<file path="config.mk">
export PLATFORM = sky130hd
export DESIGN_NAME = wa_write_buffer_flat
export DESIGN_NICKNAME = d
export VERILOG_FILES = /design/src/rtl/wa_write_buffer_if.sv /design/src/rtl/wa_write_buffer.sv /design/src/flat_wrapper.sv
export SDC_FILE = /design/constraint.sdc
export NUM_CORES = 1
export LEC_CHECK = 0
export ABC_AREA = 1
export ABC_CLOCK_PERIOD_IN_PS = 6700
export BUFFER_PORTS_ARGS = -buffer_cell sky130_fd_sc_hd__buf_2
export CAP_MARGIN = 20
export CORE_AREA = 2 2 148 179
export DETAILED_ROUTE_END_ITERATION = 6
export DIE_AREA = 0 0 150 181
export PLACE_DENSITY = 0.67
export SLEW_MARGIN = 20
export SYNTH_ARGS = -nofsm -noshare
export SYNTH_HDL_FRONTEND = slang
export SYNTH_SLANG_ARGS = --single-unit
</file>
<file path="constraint.sdc">
create_clock -name clk -period 6.7 [get_ports clk]
set_input_delay 0.67 -clock clk [delete_from_list [all_inputs] [get_ports clk]]
set_output_delay 0.67 -clock clk [all_outputs]
set_load 0.01 [all_outputs]
</file>
<file path="src/rtl/wa_write_buffer_if.sv">
// wa_write_buffer_if: SIF write-address port and target-memory request bus.
interface wa_write_buffer_if;
    logic        wa_wr_s;
    logic [15:0] wa_addr;
    logic [15:0] wa_data_wr;
    logic        mem_wr_en;
    logic [15:0] mem_addr;
    logic [15:0] mem_data;
    logic        mem_ack;
    modport slave (
        input  wa_wr_s, wa_addr, wa_data_wr, mem_ack,
        output mem_wr_en, mem_addr, mem_data
    );
    modport master (
        output wa_wr_s, wa_addr, wa_data_wr, mem_ack,
        input  mem_wr_en, mem_addr, mem_data
    );
endinterface

</file>
<file path="src/rtl/wa_write_buffer.sv">
// wa_write_buffer: posted-write FIFO between SIF writes and a target memory handshake.
module wa_write_buffer #(
    parameter int DEPTH = 8
) (
    input  logic                     clk,
    input  logic                     rst,
    wa_write_buffer_if.slave         bus,
    output logic [$clog2(DEPTH):0]   count,
    output logic                     full,
    output logic                     overflow,
    output logic [7:0]               drop_cnt
);
    localparam int AW = $clog2(DEPTH);
    typedef enum logic {IDLE, REQ} state_t;
    state_t state, state_n;
    logic [31:0]   fifo [DEPTH];
    logic [AW-1:0] wp, rp;
    logic          push, pop, drop;
    assign full          = count == (AW+1)'(DEPTH);
    assign bus.mem_wr_en = state == REQ;
    // a pop refills the output register, so a full FIFO can still accept on that edge
    always_comb begin
        pop     = (count != '0) && (state == IDLE || bus.mem_ack);
        push    = bus.wa_wr_s && (!full || pop);
        drop    = bus.wa_wr_s && full && !pop;
        state_n = pop ? REQ : (bus.mem_ack ? IDLE : state);
    end
    always_ff @(posedge clk)
        if (push) fifo[wp] <= {bus.wa_addr, bus.wa_data_wr};
    always_ff @(posedge clk) begin
        if (rst) begin
            state        <= IDLE;
            wp           <= '0;
            rp           <= '0;
            count        <= '0;
            bus.mem_addr <= '0;
            bus.mem_data <= '0;
            overflow     <= 1'b0;
            drop_cnt     <= '0;
        end else begin
            state <= state_n;
            count <= count + (AW+1)'(push) - (AW+1)'(pop);
            if (push) wp <= wp + 1'b1;
            if (pop) begin
                rp                         <= rp + 1'b1;
                {bus.mem_addr, bus.mem_data} <= fifo[rp];
            end
            if (drop) overflow <= 1'b1;
            if (drop && drop_cnt != 8'hff) drop_cnt <= drop_cnt + 8'd1;
        end
    end
endmodule
</file>
<file path="src/flat_wrapper.sv">
// flat-port wrapper written by rule: the top's interface ports become plain ports
module wa_write_buffer_flat 
#(
    parameter int DEPTH = 8
)
  (clk, rst, count, full, overflow, drop_cnt, bus_wa_wr_s, bus_wa_addr, bus_wa_data_wr, bus_mem_ack, bus_mem_wr_en, bus_mem_addr, bus_mem_data);
  wa_write_buffer_if bus_i ();
  input  logic clk;
  input  logic rst;
  output logic [$clog2(DEPTH):0] count;
  output logic full;
  output logic overflow;
  output logic [7:0] drop_cnt;
  input wire logic [$bits(bus_i.wa_wr_s)-1:0] bus_wa_wr_s;
  input wire logic [$bits(bus_i.wa_addr)-1:0] bus_wa_addr;
  input wire logic [$bits(bus_i.wa_data_wr)-1:0] bus_wa_data_wr;
  input wire logic [$bits(bus_i.mem_ack)-1:0] bus_mem_ack;
  output wire logic [$bits(bus_i.mem_wr_en)-1:0] bus_mem_wr_en;
  output wire logic [$bits(bus_i.mem_addr)-1:0] bus_mem_addr;
  output wire logic [$bits(bus_i.mem_data)-1:0] bus_mem_data;
  assign bus_i.wa_wr_s = bus_wa_wr_s;
  assign bus_i.wa_addr = bus_wa_addr;
  assign bus_i.wa_data_wr = bus_wa_data_wr;
  assign bus_i.mem_ack = bus_mem_ack;
  assign bus_mem_wr_en = bus_i.mem_wr_en;
  assign bus_mem_addr = bus_i.mem_addr;
  assign bus_mem_data = bus_i.mem_data;
  wa_write_buffer #(.DEPTH(DEPTH)) u_core (.clk(clk), .rst(rst), .bus(bus_i), .count(count), .full(full), .overflow(overflow), .drop_cnt(drop_cnt));
endmodule
</file>
==> out/qor_table.md <==
| Step | Quantity | Value |
|:---|:---|:---|
| run status | Run status | finished, final reports clean |
| sta | Final Cycle Share | 40.11% |
| floorplan | Die area | 27150 sq um |
| floorplan | Die extent in y | 181 um |
| synthesis | Cell type with the highest aggregate area in the netlist | sky130_fd_sc_hd__edfxtp_1 |
| synthesis | Post-synth net total | 1268 |
| placement | Worst slack at placement | 4.022 ns |
| synthesis | Post-synth top flop | sky130_fd_sc_hd__edfxtp_1 |
| power | Internal power | 0.003640 W |
| global routing | Number of antenna violations at the first check in global routing | 2 |
| critical path | Kind of capture point of the worst setup path | flop |
| sta | Peak Freq | 372.1 MHz |
| global routing | Remaining global-route overflow | 0 |
| floorplan | Row Count | 64 |
| layout | Number of nets at the end of the flow | 1335 |
| placement | Placed wire-length estimate after detailed placement | 13.97 mm |
| floorplan | Number of I/O pins | 83 |
| placement | Standard cell area after detailed placement | 13310 sq um |
| power | Worst IR drop on VDD | 0.2387 mV |
| clock network | CTS hold repair buffers | 0 |
| power | Power density over the cells | 382.6 nW/um^2 |
| sta | Final setup slack of the worst path | 4.013 ns |
| sta | Final hold vios | 0 |
| sta | Crit path time final | 2.688 ns |
| detailed routing | Count of routing violations after the opening detailed-route iteration | 544 |
| critical path | Arr. time, crit path | 3.09 ns |
| placement | Placer's final routability congestion estimate | 0.7682 |
| synthesis | Post-synthesis sequential element count | 308 |
| hold path | Worst hold path type | in -> reg |
| detailed routing | Count of TritonRoute iterations in the first routing pass | 5 |
| layout | Fraction of layout instances using a drive strength above 1 | 12.64% |
| sta | Final count of negative-setup-slack endpoints | 0 |
| synthesis | Area share of the largest cell type after synthesis | 60.95% |
| detailed routing | Detailed Route WL | 26.90 mm |
| sta | Headroom to the max-slew limit | 26.82% |
| layout | Diodes inserted | 0 |
| placement | Count of buffers from port buffering | 82 |
| synthesis | Mean cell area of the mapped netlist | 10.32 sq um |
| synthesis | Cells after Synth | 1222 |
| synthesis | Number of distinct library cells after synthesis | 29 |
| sta | Pins over their slew limit | 0 |
| layout | Utilization after layout | 56.35% |
| synthesis | Share of synthesized registers carrying an async set or reset | 0% |
| global routing | Global-route total usage across every layer | 20.02% |
| layout | Area grow syn2layout | 13.07% |
| layout | Post-Layout Inst Area | 14260 sq um |
| clock network | Clock slew at reported path FFs | 0.06 ns |
| power | Combinational cell fraction of total power | 26.9% |
| critical path | Max Fanout on Critical Path | 102 |
| synthesis | Most numerous cell types in the synthesized netlist | sky130_fd_sc_hd__nand2_1, sky130_fd_sc_hd__edfxtp_1, sky130_fd_sc_hd__nand3_1 |
| critical path | Critical path start-end classification | reg -> reg |
| clock network | Total number of clock tree sinks | 308 |
| detailed routing | Count of vias placed by the detailed router | 8350 |
| detailed routing | Antenna-violating nets left | 0 |
| clock network | Clock H-tree levels | 1 |
| clock network | Cell chosen for the clock root | sky130_fd_sc_hd__clkbuf_16 |
| synthesis | Seq/Total Area, Yosys | 69.21% |
| critical path | Reg2Reg Launch Point | u_core.rp[0]$_SDFFE_PP0P_ |
| job | Number of maximum-capacitance constraint violations | 0 |
| placement | Dpl cells | 1587 |
| sta | Unrepaired setup endpoints after global routing | no |
| global routing | Number of global-route vias before repair | 7955 |
| power | Clock network fraction of total power | 29.4% |
| floorplan | Placeable core region | 25300 sq um |
| synthesis | Syn. warnings | 0 |
| clock network | Number of buffers on the longest clock path | 3 |
| power | Proportion of total power due to net switching | 33.29% |
| clock network | Count of buffers added by post-CTS timing repair for setup | 0 |
| critical path | Critical Path Source | u_core.rp[0]$_SDFFE_PP0P_ |
| critical path | Launching element type of the critical path | flop |
| detailed routing | Vias/cell | 5.082 |
| sta | Sum Neg Setup Slack | 0 ns |
| detailed routing | DRC violations left | 0 |
| clock network | CTS tree | built |
| power | Psw | 0.001816 W |
| clock network | Num CTS Buffers | 30 |
| synthesis | Post-synth EDFFs | 256 |
| layout | Final instance count without filler cells | 1643 |
| power | Static Leak | 5.960 nW |
| detailed routing | Mean routed wirelength per cell | 16.37 um |
| synthesis | Largest cells by area after synthesis | sky130_fd_sc_hd__edfxtp_1, sky130_fd_sc_hd__nand2_1, sky130_fd_sc_hd__dfxtp_1 |
| power | Share of total power in sequential cells | 43.7% |
| sta | Worst clock skew | 0.009719 ns |
| hold path | Hold wc startpoint | bus_wa_addr[1] |
| global routing | Maximum number of pins on one net before global-route repair | 103 |
| critical path | WP data required | 7.10 ns |
| clock network | Clock latency on the worst-skew pair | 0.55 ns |
| synthesis | Cell area after synthesis | 12610 sq um |
| clock network | CTS-repair resized insts | 0 |
| sta | Transition time at the pin with the least slew margin | 1.098 ns |
| floorplan | Chip width | 150 um |
| floorplan | Initial Utilization | 49.84% |
| global routing | First-pass GRT wire length | 42.52 mm |
| synthesis | Library cell with the highest instance count after synthesis | sky130_fd_sc_hd__nand2_1 |
==> routing by layer <==
layer	wire, um	vias up	part of all wire, %	global-route usage (%)
li1	-	4152	-	-
met1	11420	3957	42	26.39
met2	13710	204	51	34.90
met3	1338	33	5.0	2.702
met4	416	4	1.5	5.094
met5	20	-	0.074	0
==> layout make-up <==
class                      count  area, sq um
clock inverter                20        152.6
timing repair buffer          97        523.0
inverter                      93        350.3
multi-input combinational    759         3293
clock buffer                  36        794.5
sequential                   308         8733
fill                        2177        11040
tap                          330        412.9
==> stage by stage <==
| step | total power, W | hold slack [ns] |
|---|---|---|
| 2_1_floorplan | 0.003492 | 0.4884 |
| 3_3_place_gp | 0.003865 | 0.4468 |
| 3_5_place_dp | 0.003907 | 0.4589 |
| 4_1_cts | 0.005515 | 0.3670 |
| 5_1_grt | 0.005820 | 0.3835 |
| 6_report | 0.005456 | 0.3978 |
==> power groups by stage <==
stage                     clock [W]  sequential [W]  combinational [W]
after floorplan                   0         0.00240            0.00109
after global placement            0         0.00242            0.00145
after detailed placement          0         0.00242            0.00149
after CTS                   0.00164         0.00238            0.00149
after global routing        0.00171         0.00240            0.00170
final                       0.00160         0.00238            0.00147
==> worst paths after layout <==
| check | slack, ns | endpoint | depth (start not counted) |
|---|---|---|---|
| hold / removal | 0.40 | u_core.fifo[1][17]$_DFFE_PP_ | 1 |
| setup reg to reg | 4.01 | u_core.bus.mem_addr[15]$_SDFFE_PP0P_ | 8 |
| hold reg to reg | 0.47 | u_core.overflow$_SDFFE_PP0P_ | 2 |
| setup / recovery | 4.01 | u_core.bus.mem_addr[15]$_SDFFE_PP0P_ | 8 |
==> layout by cell type, fill, tap and decap left out, drive strengths merged, types with 33 or more instances in the layout <==
cell type  count
inv           92
nor2          33
o21ai         36
clkbuf        36
nand2        519
nand3        108
edfxtp       256
a21oi         42
buf           97
dfxtp         52
==> worst max-delay path: stages, from the launching register on <==
cell                       delay (ns)
sky130_fd_sc_hd__dfxtp_4         0.79
sky130_fd_sc_hd__clkinv_2        0.52
sky130_fd_sc_hd__buf_4           0.59
sky130_fd_sc_hd__nand2_1         0.18
sky130_fd_sc_hd__nand2_1         0.07
sky130_fd_sc_hd__nand2_1         0.05
sky130_fd_sc_hd__nand3_1         0.07
sky130_fd_sc_hd__nand2_1         0.11
sky130_fd_sc_hd__a21oi_1         0.07
==> sequential cells by signal, indices dropped and copies added, names as in the netlist <==
name                  cells
u_core.bus.mem_addr      16
u_core.bus.mem_data      16
u_core.bus.mem_wr_en      1
u_core.count              4
u_core.drop_cnt           8
u_core.fifo             256
u_core.overflow           1
u_core.rp                 3
u_core.wp                 3
==> logic make-up after synthesis <==
group,synth area share [%]
AO/OA/AOI/OAI,3.175
flip-flops,69.21
adder cells (fa/ha/maj),1.052
XOR/XNOR,0.2778
AND/OR/NAND/NOR,21.13
buffers and inverters,5.159
Power figures use the tool's default switching activity.
